--- src/rtl/fetch_unit_pkg.sv ---
// Shared CPU definitions for the instruction fetch path: FSM encoding,
// fetch defaults and the prefetch entry layout.
package fetch_unit_pkg;

  typedef enum logic [1:0] {
    StRun    = 2'd0,
    StWait   = 2'd1,
    StHalted = 2'd2
  } fetch_state_e;

  localparam logic [15:0] DefaultPcStep  = 16'd4;
  localparam logic [15:0] DefaultResetPc = 16'h0000;
  localparam int unsigned EntryWidth     = 32;

  // Entry layout: instruction word in the upper half, pc+step in the lower.
  function automatic logic [EntryWidth-1:0] pack_entry(input logic [15:0] instr,
                                                       input logic [15:0] pc_incr);
    return {instr, pc_incr};
  endfunction

endpackage

--- src/rtl/fetch_fifo.sv ---
// Prefetch FIFO with wrapping pointers and a flush that overrides push/pop.
// The head is registered so it holds its last value while the FIFO is empty.
module fetch_fifo #(
  parameter int unsigned DEPTH = 4,
  parameter int unsigned WIDTH = 32
) (
  input  logic             clk,
  input  logic             rst_n,
  input  logic             flush_i,
  input  logic             push_i,
  input  logic [WIDTH-1:0] wdata_i,
  input  logic             pop_i,
  output logic             valid_o,
  output logic             full_o,
  output logic [WIDTH-1:0] rdata_o
);
  localparam int unsigned PtrW = $clog2(DEPTH);
  localparam int unsigned CntW = $clog2(DEPTH + 1);

  logic [WIDTH-1:0] mem_q [DEPTH];
  logic [PtrW-1:0]  wr_ptr_q, wr_ptr_d, rd_ptr_q, rd_ptr_d;
  logic [CntW-1:0]  count_q, count_d, count_left;
  logic [WIDTH-1:0] head_q, head_d;
  logic             do_push, do_pop;

  assign valid_o = (count_q != '0);
  assign full_o  = (count_q == CntW'(DEPTH));
  assign rdata_o = head_q;

  assign do_pop  = pop_i && valid_o;
  assign do_push = push_i && (!full_o || do_pop);

  always_comb begin
    count_left = count_q - CntW'(do_pop);
    rd_ptr_d   = rd_ptr_q + PtrW'(do_pop);
    wr_ptr_d   = wr_ptr_q + PtrW'(do_push);
    count_d    = count_left + CntW'(do_push);
    head_d     = head_q;
    if (flush_i) begin
      count_d  = '0;
      rd_ptr_d = '0;
      wr_ptr_d = '0;
    end else if (count_d != '0) begin
      // An entry pushed into an (effectively) empty FIFO becomes the head directly.
      head_d = (count_left == '0) ? wdata_i : mem_q[rd_ptr_d];
    end
  end

  always_ff @(posedge clk or negedge rst_n) begin
    if (!rst_n) begin
      count_q  <= '0;
      rd_ptr_q <= '0;
      wr_ptr_q <= '0;
      head_q   <= '0;
    end else begin
      count_q  <= count_d;
      rd_ptr_q <= rd_ptr_d;
      wr_ptr_q <= wr_ptr_d;
      head_q   <= head_d;
    end
  end

  always_ff @(posedge clk) begin
    if (do_push && !flush_i) begin
      mem_q[wr_ptr_q] <= wdata_i;
    end
  end

endmodule

--- src/rtl/fetch_unit.sv ---
// Instruction fetch unit: one outstanding memory read at a time, results
// buffered in a prefetch FIFO for decode; handles redirects and halt.
module fetch_unit
  import fetch_unit_pkg::*;
#(
  parameter int unsigned DEPTH    = 4,
  parameter logic [15:0] PC_STEP  = DefaultPcStep,
  parameter logic [15:0] RESET_PC = DefaultResetPc
) (
  input  logic        clk,
  input  logic        rst_n,
  output logic        mem_req,
  output logic [15:0] mem_addr,
  input  logic        mem_ack,
  input  logic [15:0] mem_rdata,
  input  logic        stall,
  input  logic        redirect,
  input  logic [15:0] redirect_pc,
  input  logic        hlt,
  output logic        out_valid,
  output logic [15:0] out_instr,
  output logic [15:0] out_pc_incr,
  output logic [15:0] pc
);
  fetch_state_e          state_q;
  logic [15:0]           pc_q, addr_q, target_q;
  logic                  req_q, squash_q;
  logic                  fifo_full, push, pop;
  logic [EntryWidth-1:0] push_data, head;

  // Acks outside WAIT have no request behind them and are ignored.
  assign push      = (state_q == StWait) && mem_ack && !squash_q && !redirect;
  assign pop       = out_valid && !stall;
  assign push_data = pack_entry(mem_rdata, addr_q + PC_STEP);

  fetch_fifo #(
    .DEPTH(DEPTH),
    .WIDTH(EntryWidth)
  ) u_fifo (
    .clk    (clk),
    .rst_n  (rst_n),
    .flush_i(redirect),
    .push_i (push),
    .wdata_i(push_data),
    .pop_i  (pop),
    .valid_o(out_valid),
    .full_o (fifo_full),
    .rdata_o(head)
  );

  assign out_instr   = head[31:16];
  assign out_pc_incr = head[15:0];
  assign mem_req     = req_q;
  assign mem_addr    = addr_q;
  assign pc          = pc_q;

  always_ff @(posedge clk or negedge rst_n) begin
    if (!rst_n) begin
      state_q  <= StRun;
      pc_q     <= RESET_PC;
      addr_q   <= '0;
      target_q <= '0;
      req_q    <= 1'b0;
      squash_q <= 1'b0;
    end else begin
      case (state_q)
        StRun: begin
          if (redirect) pc_q <= redirect_pc;
          if (hlt) begin
            state_q <= StHalted;
          end else if (!redirect && !fifo_full) begin
            state_q <= StWait;
            req_q   <= 1'b1;
            addr_q  <= pc_q;
            pc_q    <= pc_q + PC_STEP;
          end
        end
        StWait: begin
          if (mem_ack) begin
            state_q  <= hlt ? StHalted : StRun;
            req_q    <= 1'b0;
            squash_q <= 1'b0;
            if (redirect)      pc_q <= redirect_pc;
            else if (squash_q) pc_q <= target_q;
          end else if (redirect) begin
            // Latest redirect wins; applied when the in-flight ack returns.
            squash_q <= 1'b1;
            target_q <= redirect_pc;
          end
        end
        StHalted: begin
          if (redirect) pc_q <= redirect_pc;
        end
        default: state_q <= StRun;
      endcase
    end
  end

endmodule

--- config.mk ---
export PLATFORM = sky130hd
export DESIGN_NAME = fetch_unit
export DESIGN_NICKNAME = d
export VERILOG_FILES = /design/src/rtl/fetch_unit_pkg.sv /design/src/rtl/fetch_fifo.sv /design/src/rtl/fetch_unit.sv
export SDC_FILE = /design/constraint.sdc
export NUM_CORES = 1
export LEC_CHECK = 0
export ABC_AREA = 1
export CORE_MARGIN = 2
export CORE_UTILIZATION = 55
export DETAILED_ROUTE_END_ITERATION = 8
export PLACE_DENSITY = 0.75
export SLEW_MARGIN = 20
export SYNTH_ARGS = -nofsm -noshare
export SYNTH_HDL_FRONTEND = slang
export SYNTH_SLANG_ARGS = --single-unit
--- constraint.sdc ---
create_clock -name clk -period 4.93 [get_ports clk]
set_input_delay 0.986 -clock clk [delete_from_list [all_inputs] [get_ports clk]]
set_output_delay 0.986 -clock clk [all_outputs]
set_load 0.03 [all_outputs]
# == Word-level counts from Yosys, hierarchy flattened ==
# Memory sizes are Yosys's and may differ from the RTL's.
# Index checks and enable logic that the tools add are counted.
# word_totals
reg_bits,91
latchBits,0
mem_bits_rw,128
romBits,0
input_bits,38
output_inout_bits,66
elab_cells,80
memories,1
# op_classes
addsub,6
n_mul,0
div_mod_pow,0
order_cmp,0
eq_ne,8
shifts,0
n_mux,24
bitwise,4
n_reduce_logical,27
# memory_table
memory,depth,word_bits,read_ports,rd_ports_with_merged_regs,wr,line_no,source
u_fifo.mem_q,4,32,1,0,1,fetch_fifo.sv:20,logic [WIDTH-1:0] mem_q [DEPTH];
# op_table
op,count
two-way mux 16 bit,6
one-hot mux 16 bit (3 select lines),1
"adder 16 x 3 -> 16 bit, second input constant",2
two-way mux 32 bit,1
two-way mux 2 bit,6
AND reduction 3 bit,4
nonzero test 3 bit,3
logical AND 1 bit,8
two-way mux 1 bit,7
"!= test 2 bit, second input constant",3
"!= test 3 bit, second input constant",2
one-hot mux 2 bit (3 select lines),1
adder 2 x 1 -> 2 bit,2
zero test 1 bit,4
NOT 1 bit,4
AND reduction 2 bit,2
AND reduction 4 bit,1
nonzero test 2 bit,2
adder 3 x 1 -> 3 bit,1
"== test 3 bit, second input constant",1
zero test 3 bit,1
two-way mux 3 bit,1
subtractor 3 x 1 -> 3 bit,1
"== test 2 x 1 -> 1 bit, second input constant",1
4 further kinds,4

# == Depth between registers and ports, before layout ==
# Gate-level depths: netlist (run 1).
# depth
depth_word,8
depth_mapped,16
depth_no_buf,15

# == Modules after synthesis ==
# From an unflattened synthesis (run 1), not the netlist that was laid out.
# unflattened
hier_cells,1210
hier_area_um2,10655.2
# modules_own_cells
mod,n_inst,cells_per_inst,area_each_um2,seq_area_each_um2
fetch_fifo,1,740,7211.9,4819.6
fetch_unit,1,470,3443.3,1301.2

# == Worst setup path after synthesis (run 1) ==
# OpenSTA, ideal clock, no wires.
# synth_path
kind,input to register
from,input port redirect
to,"memory u_fifo.mem_q[0][0], enable pin"
setup_ps,461
arrival_time_ps,3650
required_time_ps,4469
path_slack_ps,819
stages,3
n_path_buf,0
cell_sequence,nor3_2 > o211ai_1 > nor3_1
# synth_via
elab_chain_len,6
# synth_rtl
item,line_no,source
"start, declared",fetch_unit.sv:17,"input logic redirect,"
zero test 1 bit (*),"fetch_fifo.sv:64, fetch_unit.sv:32",
logical AND 1 bit,fetch_unit.sv:32,assign push = (state_q == StWait) && mem_ack && !squash_q && !redirect;
logical AND 1 bit,fetch_fifo.sv:31,assign do_push = push_i && (!full_o || do_pop);
logical AND 1 bit (*),fetch_fifo.sv:64,if (do_push && !flush_i) begin
two-way mux 1 bit (*),fetch_fifo.sv:64,
two-way mux 1 bit (not written as such) (*),fetch_fifo.sv:65,mem_q[wr_ptr_q] <= wdata_i;
"end, declared",fetch_fifo.sv:20,
# Mark *: on every way between the ends. The rest lies on a longest branch, timed or not.

# == Worst setup path after layout (run 1) ==
# layout_path
from,register state_q[1]
to,register u_fifo.head_q[2] (netlist: u_fifo.rdata_o[2])
# layout_via
elab_chain_len,8
# layout_rtl
item,line_no,source
"start, declared",fetch_unit.sv:25,fetch_state_e state_q;
"start signal, assigned",fetch_unit.sv:59,state_q <= StRun;
"start signal, assigned",fetch_unit.sv:70,state_q <= StHalted;
"start signal, assigned",fetch_unit.sv:72,state_q <= StWait;
== test 2 x 1 -> 1 bit,fetch_unit.sv:32,
logical AND 1 bit (3 in series),fetch_unit.sv:32,
logical AND 1 bit,fetch_fifo.sv:31,
adder 3 x 1 -> 3 bit,fetch_fifo.sv:37,count_d = count_left + CntW'(do_push);
nonzero test 3 bit,fetch_fifo.sv:43,end else if (count_d != '0) begin
AND reduction 2 bit (no line),n/a,
"end signal, assigned",fetch_fifo.sv:54,head_q <= '0;
"end signal, assigned",fetch_fifo.sv:59,head_q <= head_d;
"end, declared",fetch_fifo.sv:23,"logic [WIDTH-1:0] head_q, head_d;"
# Every way passes these cells.
# A chain may end at the register's enable or synchronous reset.

==> impl_metrics.prom, run 1 <==
# TYPE chip_impl_metric gauge
chip_impl_info{name="result_of_the_run",value="complete, no violations"} 1
chip_impl_metric{name="cts.htree.levels",unit=""} 1
chip_impl_metric{name="core_region_area",unit="sq um"} 18700
chip_impl_metric{name="nFillCells",unit=""} 1446
chip_impl_info{name="highest-signal-layer",value="met4"} 1
chip_impl_metric{name="route.antenna.remaining_nets",unit=""} 0
chip_impl_metric{name="timing.critical_path.fanout_max",unit=""} 40
chip_impl_metric{name="detailedRoute.firstPassIterationCount",unit=""} 5
chip_impl_info{name="cts_tree",value="yes"} 1
chip_impl_metric{name="path_clk_slew",unit="ns"} 0.06
chip_impl_metric{name="global_route.overflow_total",unit=""} 0
chip_impl_metric{name="finalCriticalPeriod",unit="ns"} 3.74
chip_impl_info{name="synth_top_cells_by_area",value="sky130_fd_sc_hd__edfxtp_1 37%, sky130_fd_sc_hd__dfrtp_1 22%, sky130_fd_sc_hd__nand2_1 19%, sky130_fd_sc_hd__nand3_1 3.7%, sky130_fd_sc_hd__inv_1 2.1%"} 1
chip_impl_metric{name="worst-endpoint-arrival",unit="ns"} 4.18
chip_impl_metric{name="worst_slew_pin_slew",unit="ns"} 0.984
chip_impl_info{name="hold_path_class",value="reg2reg"} 1
chip_impl_metric{name="routabilityCongestion",unit=""} 0.935
chip_impl_info{name="synthDominantAreaCellType",value="sky130_fd_sc_hd__edfxtp_1"} 1
chip_impl_metric{name="drcViolationCount",unit=""} 0
chip_impl_metric{name="drt-total-wl",unit="microns"} 23600
chip_impl_metric{name="num-nets-final",unit=""} 1316
chip_impl_metric{name="postSynthRegisterBits",unit=""} 219
chip_impl_metric{name="detailedRoute.firstIterationViolations",unit=""} 602
chip_impl_metric{name="syn2layout_area_growth",unit="%"} 17.6
chip_impl_info{name="synth_top_cells_by_count",value="525 x sky130_fd_sc_hd__nand2_1, 128 x sky130_fd_sc_hd__edfxtp_1, 91 x sky130_fd_sc_hd__dfrtp_1, 77 x sky130_fd_sc_hd__nand3_1, 60 x sky130_fd_sc_hd__inv_1"} 1
chip_impl_metric{name="synth_sequential_area_ratio",unit="%"} 58.3
chip_impl_metric{name="vdd_ir_drop_max",unit="mV"} 0.388
chip_impl_metric{name="place_inst",unit=""} 1475
chip_impl_metric{name="synth_edf_count",unit=""} 128
chip_impl_metric{name="dpl_wire_length",unit="microns"} 14700
chip_impl_metric{name="antenna_found_initial",unit=""} 0
chip_impl_metric{name="syn_inst",unit=""} 1181
chip_impl_metric{name="synthArstFlopShare",unit="%"} 41.6
chip_impl_metric{name="fin_tns_setup",unit="ns"} 0
chip_impl_metric{name="timing.clock.skew",unit="ns"} 0.00602
chip_impl_info{name="critical_path.endpoint_type",value="register"} 1
chip_impl_metric{name="gr-usage-all-layers",unit="%"} 23.5
chip_impl_metric{name="maxSlewViolCount",unit=""} 0
chip_impl_metric{name="synth.avg_cell_area",unit="sq um"} 8.89
chip_impl_metric{name="power.static_leakage",unit="nW"} 5.40
chip_impl_metric{name="yosys_warnings",unit=""} 0
chip_impl_metric{name="die_area",unit="sq um"} 20200
chip_impl_metric{name="floorplan.initialDensity",unit="%"} 56.1
chip_impl_metric{name="placementRows",unit=""} 50
chip_impl_metric{name="port_buffers",unit=""} 103
chip_impl_metric{name="timing.final.crit_share",unit="%"} 75.9
chip_impl_metric{name="viasPerCell",unit=""} 5.39
chip_impl_metric{name="first_global_vias",unit=""} 7757
chip_impl_metric{name="share_of_the_synthesized_area_in_the_top_cell_type",unit="%"} 36.6
chip_impl_metric{name="clk_path_buf_depth",unit=""} 3
chip_impl_metric{name="route.layer.met1.wl",unit="microns"} 9900
chip_impl_metric{name="cts_num_sinks",unit=""} 219
chip_impl_metric{name="met2_wirelength",unit="microns"} 11600
chip_impl_metric{name="netlist_area",unit="sq um"} 10500
chip_impl_metric{name="seq_area",unit="sq um"} 6120
chip_impl_metric{name="numCtsBuffers",unit=""} 23
chip_impl_metric{name="critical_path_required",unit="ns"} 5.37
chip_impl_metric{name="setup_violations",unit=""} 0
chip_impl_info{name="timing.setup.critical_path_class",value="reg2reg"} 1
chip_impl_metric{name="grt_start_max_net_pins",unit=""} 65
chip_impl_metric{name="cts.repair_timing.setup_buffer_count",unit=""} 0
chip_impl_metric{name="hold_ws",unit="ns"} 0.481
chip_impl_metric{name="cts_repair_resize_count",unit=""} 0
chip_impl_metric{name="die_x",unit="microns"} 142
chip_impl_metric{name="final_layout_size_suffix_gt1_share",unit="%"} 7.09
chip_impl_metric{name="number_of_failing_hold_endpoints_at_the_final_stage",unit=""} 0
chip_impl_metric{name="stdcell_count",unit=""} 1517
chip_impl_metric{name="global_route_wire_length_before_repair",unit="microns"} 38000
chip_impl_metric{name="detailroute.via_count",unit=""} 8173
chip_impl_metric{name="clkLatencyLatePin",unit="ns"} 0.51
chip_impl_metric{name="distinct_cell_type_count_after_synthesis",unit=""} 37
chip_impl_metric{name="max_clock_freq",unit="MHz"} 267
chip_impl_metric{name="diodes",unit=""} 0
chip_impl_metric{name="routed_wire_length_per_instance",unit="microns"} 15.5
chip_impl_metric{name="die_height",unit="microns"} 142
chip_impl_metric{name="multi_input_area",unit="sq um"} 3840
chip_impl_metric{name="io_pins",unit=""} 104
chip_impl_metric{name="detailroute.wirelength.met3",unit="microns"} 1680
chip_impl_info{name="post-synth-top-count-cell",value="sky130_fd_sc_hd__nand2_1"} 1
chip_impl_metric{name="synth_fp_nets",unit=""} 1231
chip_impl_metric{name="drv.max_cap_violation_count",unit=""} 0
chip_impl_info{name="startpoint_type",value="register"} 1
chip_impl_metric{name="worst_slew_margin_rel",unit="%"} 34.0
chip_impl_metric{name="cts.hold.buffers_added",unit=""} 0
chip_impl_info{name="clockRootBuffer",value="sky130_fd_sc_hd__clkbuf_16"} 1
chip_impl_metric{name="power-per-cell-area",unit="nW/um^2"} 653
chip_impl_info{name="setup_repair_after_global_routing_missed_its_margin",value="no"} 1
chip_impl_info{name="postSynth.topFlopCell",value="sky130_fd_sc_hd__edfxtp_1"} 1
## placed cells by master (no fill, tap or decap), types with 2 or more instances in the layout
cell,instances
sky130_fd_sc_hd__dfrtp_1,91
sky130_fd_sc_hd__nand3_2,2
sky130_fd_sc_hd__inv_1,59
sky130_fd_sc_hd__clkbuf_1,3
sky130_fd_sc_hd__nor3_2,7
sky130_fd_sc_hd__nand2_2,4
sky130_fd_sc_hd__buf_4,15
sky130_fd_sc_hd__mux2_1,6
sky130_fd_sc_hd__nor2_2,5
sky130_fd_sc_hd__clkdlybuf4s50_1,102
sky130_fd_sc_hd__and2_1,4
sky130_fd_sc_hd__nor3_1,3
sky130_fd_sc_hd__nand4_1,10
sky130_fd_sc_hd__clkinv_2,6
sky130_fd_sc_hd__xor2_1,5
sky130_fd_sc_hd__clkbuf_8,3
sky130_fd_sc_hd__a21oi_1,28
sky130_fd_sc_hd__nor2_1,43
sky130_fd_sc_hd__nand2_1,524
sky130_fd_sc_hd__or2_2,2
sky130_fd_sc_hd__ha_1,11
sky130_fd_sc_hd__mux2_2,10
sky130_fd_sc_hd__inv_2,6
sky130_fd_sc_hd__edfxtp_1,128
sky130_fd_sc_hd__a31oi_1,2
sky130_fd_sc_hd__nand3_1,77
sky130_fd_sc_hd__o211ai_1,4
sky130_fd_sc_hd__o21ai_0,42
sky130_fd_sc_hd__o21ai_1,43
sky130_fd_sc_hd__clkbuf_16,23
sky130_fd_sc_hd__clkinv_1,4
## critical path, cell delays in order (launching register included)
cell,delay (ns)
sky130_fd_sc_hd__dfrtp_1,0.40
sky130_fd_sc_hd__inv_1,0.10
sky130_fd_sc_hd__ha_1,0.64
sky130_fd_sc_hd__inv_2,0.16
sky130_fd_sc_hd__nor3_2,0.27
sky130_fd_sc_hd__o211ai_1,0.30
sky130_fd_sc_hd__inv_1,0.18
sky130_fd_sc_hd__ha_1,0.16
sky130_fd_sc_hd__ha_1,0.24
sky130_fd_sc_hd__nor2_1,0.11
sky130_fd_sc_hd__nand3_1,0.10
sky130_fd_sc_hd__nand2_2,0.34
sky130_fd_sc_hd__buf_4,0.44
sky130_fd_sc_hd__nand2_1,0.13
sky130_fd_sc_hd__o21ai_1,0.10
## layout make-up
cell class | instances | area share [%]
clock buffer | 29 | 5.09
tap | 234 | 2.37
sequential | 219 | 49.6
inverter | 65 | 1.98
clock inverter | 13 | 0.740
multi-input combinational | 840 | 31.1
timing repair buffer | 117 | 9.18
## per-stage QoR
stage / power (mW) / worst slack (ns) / cell area, sq um / util [%]
floorplan: 5.31 / 0.819 / 10500 / -
global placement: 6.36 / 1.14 / 11600 / 62.2
detailed placement: 6.44 / 0.970 / 11600 / 62.2
CTS: 8.10 / 1.21 / 12400 / 66.0
global route: 8.64 / 0.818 / 12400 / 66.0
finish: 8.07 / 1.19 / 12400 / 66.0
## final timing paths
kind,start,to,slack [ns],depth (start not counted)
min in group asynchronous,rst_n,target_q[6],0.56,1
max in group asynchronous,rst_n,pc[0],3.40,2
worst max-delay path,state_q[1],u_fifo.rdata_o[2],1.19,14
worst max register to register,state_q[1],u_fifo.rdata_o[2],1.19,14
worst min-delay path,u_fifo.rdata_o[15],u_fifo.rdata_o[15],0.48,2
worst min register to register,u_fifo.rdata_o[15],u_fifo.rdata_o[15],0.48,2
## cells by family after synthesis
logic type,Yosys count,share of synthesized area (%)
flops,219,58.3
mux,16,1.72
compound gates,122,6.00
xor+xnor,8,0.810
simple gates,682,26.4
buf+inv,122,5.40
fa+ha+maj,12,1.43
## flip-flops by register name, summed over array words and instances (netlist names), 2 cells and up
register	flops
u_fifo.count_q	3
target_q	16
u_fifo.rdata_o	32
u_fifo.mem_q	128
pc	16
mem_addr	16
u_fifo.rd_ptr_q	2
state_q	2
u_fifo.wr_ptr_q	2
## layer usage
layer	up-vias	GRT usage, %
li1	4044	-
met1	3826	30.7
met2	272	40.7
met3	31	3.97
met4	0	6.89
met5	-	0
## power by group
part	leakage (nW)	switching, mW	internal, mW
combinational	2.75	2.41	1.28
sequential	2.29	0.344	2.39
clock	0.357	0.692	0.953
total	5.40	3.44	4.63
No activity file was read; power rests on OpenSTA's default activity.
==> run 2: changes to the inputs <==
--- a/config.mk
+++ b/config.mk
@@ -7,7 +7,7 @@
 export LEC_CHECK = 0
 export ABC_AREA = 1
 export CORE_MARGIN = 2
-export CORE_UTILIZATION = 55
+export CORE_UTILIZATION = 52
 export DETAILED_ROUTE_END_ITERATION = 8
 export PLACE_DENSITY = 0.75
 export SLEW_MARGIN = 20
==> constraint.sdc (replaced) <==
create_clock -name clk -period 3.1 [get_ports clk]
set_input_delay 0.62 -clock clk [delete_from_list [all_inputs] [get_ports clk]]
set_output_delay 0.62 -clock clk [all_outputs]
set_load 0.03 [all_outputs]
==> impl_metrics.prom, run 2 (synthesis gave the netlist of run 1 again) <==
# TYPE chip_impl_metric gauge
chip_impl_metric{name="floorplan.initialDensity",unit="%"} 53.4
chip_impl_info{name="family_with_the_most_delay_on_the_worst_path",value="simple AND/OR/NAND/NOR gates"} 1
chip_impl_info{name="critical_path.endpoint_type",value="register"} 1
chip_impl_metric{name="grt_start_max_net_pins",unit=""} 50
chip_impl_metric{name="first_global_vias",unit=""} 7936
chip_impl_metric{name="critical_path_required",unit="ns"} 3.51
chip_impl_metric{name="worst_slew_margin_rel",unit="%"} 50.3
chip_impl_metric{name="global_route_wire_length_before_repair",unit="microns"} 39700
chip_impl_info{name="critical_path.slowest_cell",value="sky130_fd_sc_hd__dfrtp_1"} 1
chip_impl_metric{name="routed_wire_length_per_instance",unit="microns"} 15.5
chip_impl_info{name="most-common-layout-cells",value="524 x sky130_fd_sc_hd__nand2_1, 128 x sky130_fd_sc_hd__edfxtp_1, 102 x sky130_fd_sc_hd__clkdlybuf4s50_1, 91 x sky130_fd_sc_hd__dfrtp_1, 77 x sky130_fd_sc_hd__nand3_1"} 1
chip_impl_metric{name="num-nets-final",unit=""} 1331
chip_impl_metric{name="cp.buffers_inverters",unit=""} 4
chip_impl_metric{name="timing.clock.skew",unit="ns"} 0.0227
chip_impl_info{name="crit_path_frequent_cell",value="sky130_fd_sc_hd__ha_1"} 1
chip_impl_metric{name="detailedRoute.firstPassIterationCount",unit=""} 7
chip_impl_metric{name="numCtsBuffers",unit=""} 24
chip_impl_metric{name="diodes",unit=""} 0
chip_impl_metric{name="worst-endpoint-arrival",unit="ns"} 2.95
chip_impl_metric{name="gr-usage-all-layers",unit="%"} 22.9
chip_impl_metric{name="clkLatencyLatePin",unit="ns"} 0.52
chip_impl_info{name="clockRootBuffer",value="sky130_fd_sc_hd__clkbuf_16"} 1
chip_impl_metric{name="die_height",unit="microns"} 146
chip_impl_metric{name="path_clk_slew",unit="ns"} 0.06
chip_impl_metric{name="cts.repair_timing.setup_buffer_count",unit=""} 0
chip_impl_metric{name="timing.final.crit_share",unit="%"} 81.7
chip_impl_metric{name="max_clock_freq",unit="MHz"} 395
chip_impl_metric{name="max_stage_delay",unit="ns"} 0.40
chip_impl_info{name="hold_path_class",value="in2async"} 1
chip_impl_metric{name="clk_path_buf_depth",unit=""} 3
chip_impl_info{name="timing.setup.critical_path_class",value="reg2reg"} 1
chip_impl_metric{name="pre_cts_slack",unit="ns"} 0.162
chip_impl_metric{name="number_of_failing_hold_endpoints_at_the_final_stage",unit=""} 0
chip_impl_metric{name="syn2layout_area_growth",unit="%"} 20.9
chip_impl_metric{name="cts_repair_resize_count",unit=""} 0
chip_impl_metric{name="detailedRoute.firstIterationViolations",unit=""} 508
chip_impl_metric{name="drcViolationCount",unit=""} 0
chip_impl_metric{name="vdd_ir_drop_max",unit="mV"} 0.694
chip_impl_metric{name="number_of_stages_on_the_worst_setup_path",unit=""} 15
chip_impl_metric{name="placementRows",unit=""} 51
chip_impl_metric{name="area_post_placement",unit="sq um"} 11900
chip_impl_metric{name="final_layout_size_suffix_gt1_share",unit="%"} 8.01
chip_impl_metric{name="die_x",unit="microns"} 146
chip_impl_info{name="cts_tree",value="yes"} 1
chip_impl_metric{name="viasPerCell",unit=""} 5.28
chip_impl_metric{name="detailroute.via_count",unit=""} 8254
chip_impl_metric{name="global_route.overflow_total",unit=""} 0
chip_impl_metric{name="antenna_found_initial",unit=""} 0
chip_impl_metric{name="cts_num_sinks",unit=""} 219
chip_impl_info{name="register_containing_the_most_flip_flops_in_the_final_layout",value="u_fifo.mem_q"} 1
chip_impl_info{name="most_common_cell_after_layout_fill_and_taps_aside",value="sky130_fd_sc_hd__nand2_1"} 1
chip_impl_info{name="startpoint_type",value="register"} 1
chip_impl_metric{name="maxSlewViolCount",unit=""} 0
chip_impl_metric{name="finish.instance_area",unit="sq um"} 12700
chip_impl_info{name="result_of_the_run",value="complete, no violations"} 1
chip_impl_metric{name="setup_ws",unit="ns"} 0.567
chip_impl_metric{name="core_region_area",unit="sq um"} 19700
chip_impl_metric{name="io_pins",unit=""} 104
chip_impl_metric{name="max_ffs_per_register",unit=""} 128
chip_impl_metric{name="totalPowerFinal",unit="mW"} 13.3
chip_impl_metric{name="cts.htree.levels",unit=""} 1
chip_impl_info{name="timing.critical_path.cells",value="inv_1 -> ha_1 -> inv_2 -> nor3_2 -> o211ai_1 -> inv_1 -> ha_1 -> ha_1 -> nor2_1 -> nand3_1 -> nand2_2 -> buf_4 -> nor2_1 -> nand2_1 -> nand2_1"} 1
chip_impl_metric{name="port_buffers",unit=""} 103
chip_impl_metric{name="nFillCells",unit=""} 1619
chip_impl_metric{name="power-per-cell-area",unit="nW/um^2"} 1050
chip_impl_metric{name="route.antenna.remaining_nets",unit=""} 0
chip_impl_metric{name="cts.hold.buffers_added",unit=""} 0
chip_impl_metric{name="drv.max_cap_violation_count",unit=""} 0
chip_impl_info{name="setup_repair_after_global_routing_missed_its_margin",value="no"} 1
chip_impl_metric{name="worst-r2r-cell-count",unit=""} 15
chip_impl_metric{name="die_area",unit="sq um"} 21300
chip_impl_metric{name="dpl_wire_length",unit="microns"} 15800
chip_impl_metric{name="fin_tns_setup",unit="ns"} 0
chip_impl_metric{name="worst_slew_pin_slew",unit="ns"} 0.742
chip_impl_metric{name="power.static_leakage",unit="nW"} 5.53
chip_impl_metric{name="finalCriticalPeriod",unit="ns"} 2.53
chip_impl_metric{name="routabilityCongestion",unit=""} 0.871
chip_impl_metric{name="drt-total-wl",unit="microns"} 24300
chip_impl_metric{name="timing.critical_path.fanout_max",unit=""} 14
chip_impl_metric{name="setup_violations",unit=""} 0
[run 2: per-layer routing]
metal / track usage (%) / share of wire, % / vias up
li1: - / - / 4067
met1: 29.9 / 43 / 3862
met2: 39.4 / 49 / 276
met3: 4.03 / 6.5 / 49
met4: 6.60 / 2.2 / 0
met5: 0 / 0 / -
[run 2: area by class of cell]
type | instances | area [sq um] | share of cell area (%)
Multi-Input combinational cell | 840 | 3840 | 30.3
Sequential cell | 219 | 6120 | 48.2
Inverter | 65 | 244 | 1.92
Clock buffer | 39 | 717 | 5.65
Clock inverter | 5 | 88.8 | 0.700
Timing Repair Buffer | 131 | 1350 | 10.6
Tap cell | 265 | 332 | 2.61
[run 2: power by group]
part	leakage [nW]	internal, mW	switching, mW
Combinational	2.85	2.21	3.88
Clock	0.390	1.75	1.12
Sequential	2.29	3.80	0.562
Total	5.53	7.76	5.56
[run 2: stage by stage]
step / util [%] / std cells / hold slack, ns
finish: 64.6 / 1564 / 0.141
global route: 64.6 / 1564 / 0.192
CTS: 64.6 / 1564 / 0.154
detailed placement: 60.5 / 1520 / 0.477
global placement: 60.5 / 1520 / 0.470
floorplan: - / 1181 / 0.324
[run 2: worst reg2reg max path, stage by stage (launching register included)]
cell	delay, ns
sky130_fd_sc_hd__dfrtp_1	0.40
sky130_fd_sc_hd__inv_1	0.10
sky130_fd_sc_hd__ha_1	0.19
sky130_fd_sc_hd__inv_2	0.08
sky130_fd_sc_hd__nor3_2	0.24
sky130_fd_sc_hd__o211ai_1	0.17
sky130_fd_sc_hd__inv_1	0.11
sky130_fd_sc_hd__ha_1	0.14
sky130_fd_sc_hd__ha_1	0.23
sky130_fd_sc_hd__nor2_1	0.12
sky130_fd_sc_hd__nand3_1	0.12
sky130_fd_sc_hd__nand2_2	0.16
sky130_fd_sc_hd__buf_4	0.22
sky130_fd_sc_hd__nor2_1	0.07
sky130_fd_sc_hd__nand2_1	0.06
sky130_fd_sc_hd__nand2_1	0.04
[run 2: path summary, 6_finish.rpt]
check / from / endpoint / slack, ns
max in group asynchronous: rst_n / mem_addr[5] / 2.29
hold reg to reg: target_q[12] / target_q[12] / 0.49
hold / removal: rst_n / target_q[14] / 0.14
setup / recovery: state_q[1] / u_fifo.rdata_o[11] / 0.57
min in group clk: target_q[12] / target_q[12] / 0.49
setup reg to reg: state_q[1] / u_fifo.rdata_o[11] / 0.57
==> run 3: changes to the inputs <==
--- a/config.mk
+++ b/config.mk
@@ -7,7 +7,7 @@
 export LEC_CHECK = 0
 export ABC_AREA = 1
 export CORE_MARGIN = 2
-export CORE_UTILIZATION = 52
+export CORE_UTILIZATION = 55
 export DETAILED_ROUTE_END_ITERATION = 8
 export PLACE_DENSITY = 0.75
 export SLEW_MARGIN = 20
==> constraint.sdc (replaced) <==
create_clock -name clk -period 2.59 [get_ports clk]
set_input_delay 0.518 -clock clk [delete_from_list [all_inputs] [get_ports clk]]
set_output_delay 0.518 -clock clk [all_outputs]
set_load 0.03 [all_outputs]
==> impl_metrics.prom, run 3 (synthesis gave the netlist of run 1 again) <==
# TYPE chip_impl_metric gauge
chip_impl_metric{name="max_ffs_per_register",unit=""} 128
chip_impl_metric{name="place_inst",unit=""} 1497
chip_impl_metric{name="setup_violations",unit=""} 0
chip_impl_metric{name="drt-total-wl",unit="microns"} 23700
chip_impl_metric{name="syn2layout_area_growth",unit="%"} 23.0
chip_impl_metric{name="power.static_leakage",unit="nW"} 5.63
chip_impl_info{name="clockRootBuffer",value="sky130_fd_sc_hd__clkbuf_16"} 1
chip_impl_metric{name="placementRows",unit=""} 50
chip_impl_metric{name="fin_util",unit="%"} 69.0
chip_impl_metric{name="global_route.overflow_total",unit=""} 0
chip_impl_metric{name="power_switching_share",unit="%"} 41.5
chip_impl_metric{name="fin_tns_setup",unit="ns"} 0
chip_impl_info{name="crit_path_frequent_cell",value="sky130_fd_sc_hd__ha_1"} 1
chip_impl_metric{name="antenna_found_initial",unit=""} 0
chip_impl_metric{name="max_stage_delay",unit="ns"} 0.41
chip_impl_metric{name="worst-endpoint-arrival",unit="ns"} 2.85
chip_impl_metric{name="num-nets-final",unit=""} 1343
chip_impl_metric{name="stdcell_count",unit=""} 1543
chip_impl_metric{name="detailedRoute.firstIterationViolations",unit=""} 448
chip_impl_metric{name="detailroute.wirelength.met3",unit="microns"} 1590
chip_impl_metric{name="maxSlewViolCount",unit=""} 0
chip_impl_metric{name="clkLatencyLatePin",unit="ns"} 0.50
chip_impl_metric{name="die_area",unit="sq um"} 20200
chip_impl_metric{name="route.antenna.remaining_nets",unit=""} 0
chip_impl_metric{name="worst_slew_pin_slew",unit="ns"} 0.691
chip_impl_metric{name="final_layout_size_suffix_gt1_share",unit="%"} 9.55
chip_impl_metric{name="die_x",unit="microns"} 142
chip_impl_info{name="highest-signal-layer",value="met4"} 1
chip_impl_metric{name="dpl_wire_length",unit="microns"} 15600
chip_impl_metric{name="switching_power",unit="mW"} 6.71
chip_impl_metric{name="number_of_failing_hold_endpoints_at_the_final_stage",unit=""} 0
chip_impl_metric{name="internal_power",unit="mW"} 9.47
chip_impl_metric{name="clk_path_buf_depth",unit=""} 3
chip_impl_metric{name="route.layer.met1.wl",unit="microns"} 10000
chip_impl_metric{name="power.share.clock",unit="%"} 20.4
chip_impl_metric{name="path_clk_slew",unit="ns"} 0.06
chip_impl_metric{name="numCtsBuffers",unit=""} 23
chip_impl_metric{name="met2_wirelength",unit="microns"} 11600
chip_impl_metric{name="timing.final.crit_share",unit="%"} 95.1
chip_impl_metric{name="hold_ws",unit="ns"} 0.485
chip_impl_metric{name="diodes",unit=""} 0
chip_impl_metric{name="drcViolationCount",unit=""} 0
chip_impl_info{name="cts_tree",value="yes"} 1
chip_impl_metric{name="floorplan.initialDensity",unit="%"} 56.1
chip_impl_info{name="timing.setup.critical_path_class",value="reg2reg"} 1
chip_impl_metric{name="critical_path_required",unit="ns"} 2.98
chip_impl_info{name="critical_path.slowest_cell",value="sky130_fd_sc_hd__dfrtp_1"} 1
chip_impl_metric{name="finalCriticalPeriod",unit="ns"} 2.46
chip_impl_info{name="most-common-layout-cells",value="523 x sky130_fd_sc_hd__nand2_1, 128 x sky130_fd_sc_hd__edfxtp_1, 102 x sky130_fd_sc_hd__clkdlybuf4s50_1, 91 x sky130_fd_sc_hd__dfrtp_1, 74 x sky130_fd_sc_hd__nand3_1"} 1
chip_impl_metric{name="viasPerCell",unit=""} 5.36
chip_impl_info{name="result_of_the_run",value="complete, no violations"} 1
chip_impl_metric{name="comb_power_share",unit="%"} 47.5
chip_impl_info{name="timing.critical_path.cells",value="inv_2 -> a31oi_2 -> ha_1 -> ha_1 -> inv_1 -> ha_1 -> nor2_2 -> nand3_2 -> nand2_4 -> clkinvlp_4 -> o21ai_2 -> nand2_1"} 1
chip_impl_metric{name="detailroute.via_count",unit=""} 8269
chip_impl_metric{name="io_pins",unit=""} 104
chip_impl_info{name="register_containing_the_most_flip_flops_in_the_final_layout",value="u_fifo.mem_q"} 1
chip_impl_metric{name="max_clock_freq",unit="MHz"} 406
chip_impl_metric{name="cts.htree.levels",unit=""} 1
chip_impl_info{name="startpoint_type",value="register"} 1
chip_impl_metric{name="timing.critical_path.fanout_max",unit=""} 7
chip_impl_metric{name="cts_num_sinks",unit=""} 219
chip_impl_info{name="hold_path_class",value="in2async"} 1
chip_impl_info{name="critical_path.endpoint_type",value="register"} 1
chip_impl_metric{name="first_global_vias",unit=""} 7805
chip_impl_metric{name="port_buffers",unit=""} 103
chip_impl_metric{name="timing.clock.skew",unit="ns"} 0.00771
chip_impl_metric{name="detailedRoute.firstPassIterationCount",unit=""} 5
chip_impl_metric{name="global_route_wire_length_before_repair",unit="microns"} 38400
chip_impl_metric{name="power-per-cell-area",unit="nW/um^2"} 1250
chip_impl_metric{name="grt_start_max_net_pins",unit=""} 45
chip_impl_metric{name="seq_power_share",unit="%"} 32.1
chip_impl_metric{name="die_height",unit="microns"} 142
chip_impl_metric{name="routed_wire_length_per_instance",unit="microns"} 15.4
chip_impl_metric{name="gr-usage-all-layers",unit="%"} 23.7
chip_impl_metric{name="vdd_ir_drop_max",unit="mV"} 0.764
chip_impl_metric{name="drv.max_cap_violation_count",unit=""} 0
chip_impl_metric{name="routabilityCongestion",unit=""} 0.872
chip_impl_metric{name="core_region_area",unit="sq um"} 18700
chip_impl_metric{name="worst_slew_margin_rel",unit="%"} 54.0
chip_impl_info{name="most_common_cell_after_layout_fill_and_taps_aside",value="sky130_fd_sc_hd__nand2_1"} 1
==> run 3: power by group through the flow <==
stage	sequential, mW	clock, mW	combinational [mW]
2_1_floorplan	5.97	0	4.13
3_3_place_gp	5.25	0	7.29
3_5_place_dp	5.24	0	7.47
4_1_cts	5.18	3.37	7.52
5_1_grt	5.28	3.50	8.55
6_report	5.19	3.30	7.69
==> run 3: layout make-up <==
type	instances	area, sq um
Multi-Input combinational cell	840	3920
Tap cell	234	293
Clock inverter	16	176
Inverter	65	248
Fill cell	1415	5790
Sequential cell	219	6120
Timing Repair Buffer	144	1570
Clock buffer	25	583
==> run 3: worst paths after layout <==
kind                                     from            endpoint  slack (ns)  depth (start not counted)
max                         u_fifo.count_q[2]   u_fifo.rdata_o[8]        0.13                         12
min                                     rst_n        target_q[12]        0.49                          2
max reg2reg                 u_fifo.count_q[2]   u_fifo.rdata_o[8]        0.13                         12
min reg2reg                u_fifo.rdata_o[28]  u_fifo.rdata_o[28]        0.49                          2
max in group asynchronous               rst_n   u_fifo.rdata_o[4]        1.39                          3
min in group clk           u_fifo.rdata_o[28]  u_fifo.rdata_o[28]        0.49                          2
==> run 3: routing by layer <==
layer / up-vias / global-route usage [%]
met2: 275 / 41.1
li1: 4096 / -
met4: 0 / 6.21
met5: - / 0
met1: 3863 / 31.3
met3: 35 / 3.70
==> run 3: repair_timing <==
item | 4_1_cts | 5_1_grt
setup buffers | 0 | 3
setup endpoints to repair | 0 | 32
hold buffers | 1 | 0
gates resized for setup | 0 | 15
hold endpoints to repair | 28 | 0
==> run 3: metrics by stage <==
stage / setup slack (ns) / total power [mW] / cell area [sq um]
floorplan: -0.244 / 10.1 / 10500
global placement: -0.145 / 12.5 / 12000
detailed placement: -0.277 / 12.7 / 12000
CTS: 0.0486 / 16.1 / 12800
global route: -0.00162 / 17.3 / 12900
finish: 0.127 / 16.2 / 12900
==> run 3: critical path, delay by kind of cell, from the launching register on <==
kind | cells | cell delay [ns]
flops | 1 | 0.41
buf+inv | 3 | 0.38
compound gates | 2 | 0.22
simple gates | 4 | 0.46
fa+ha+maj | 3 | 0.88
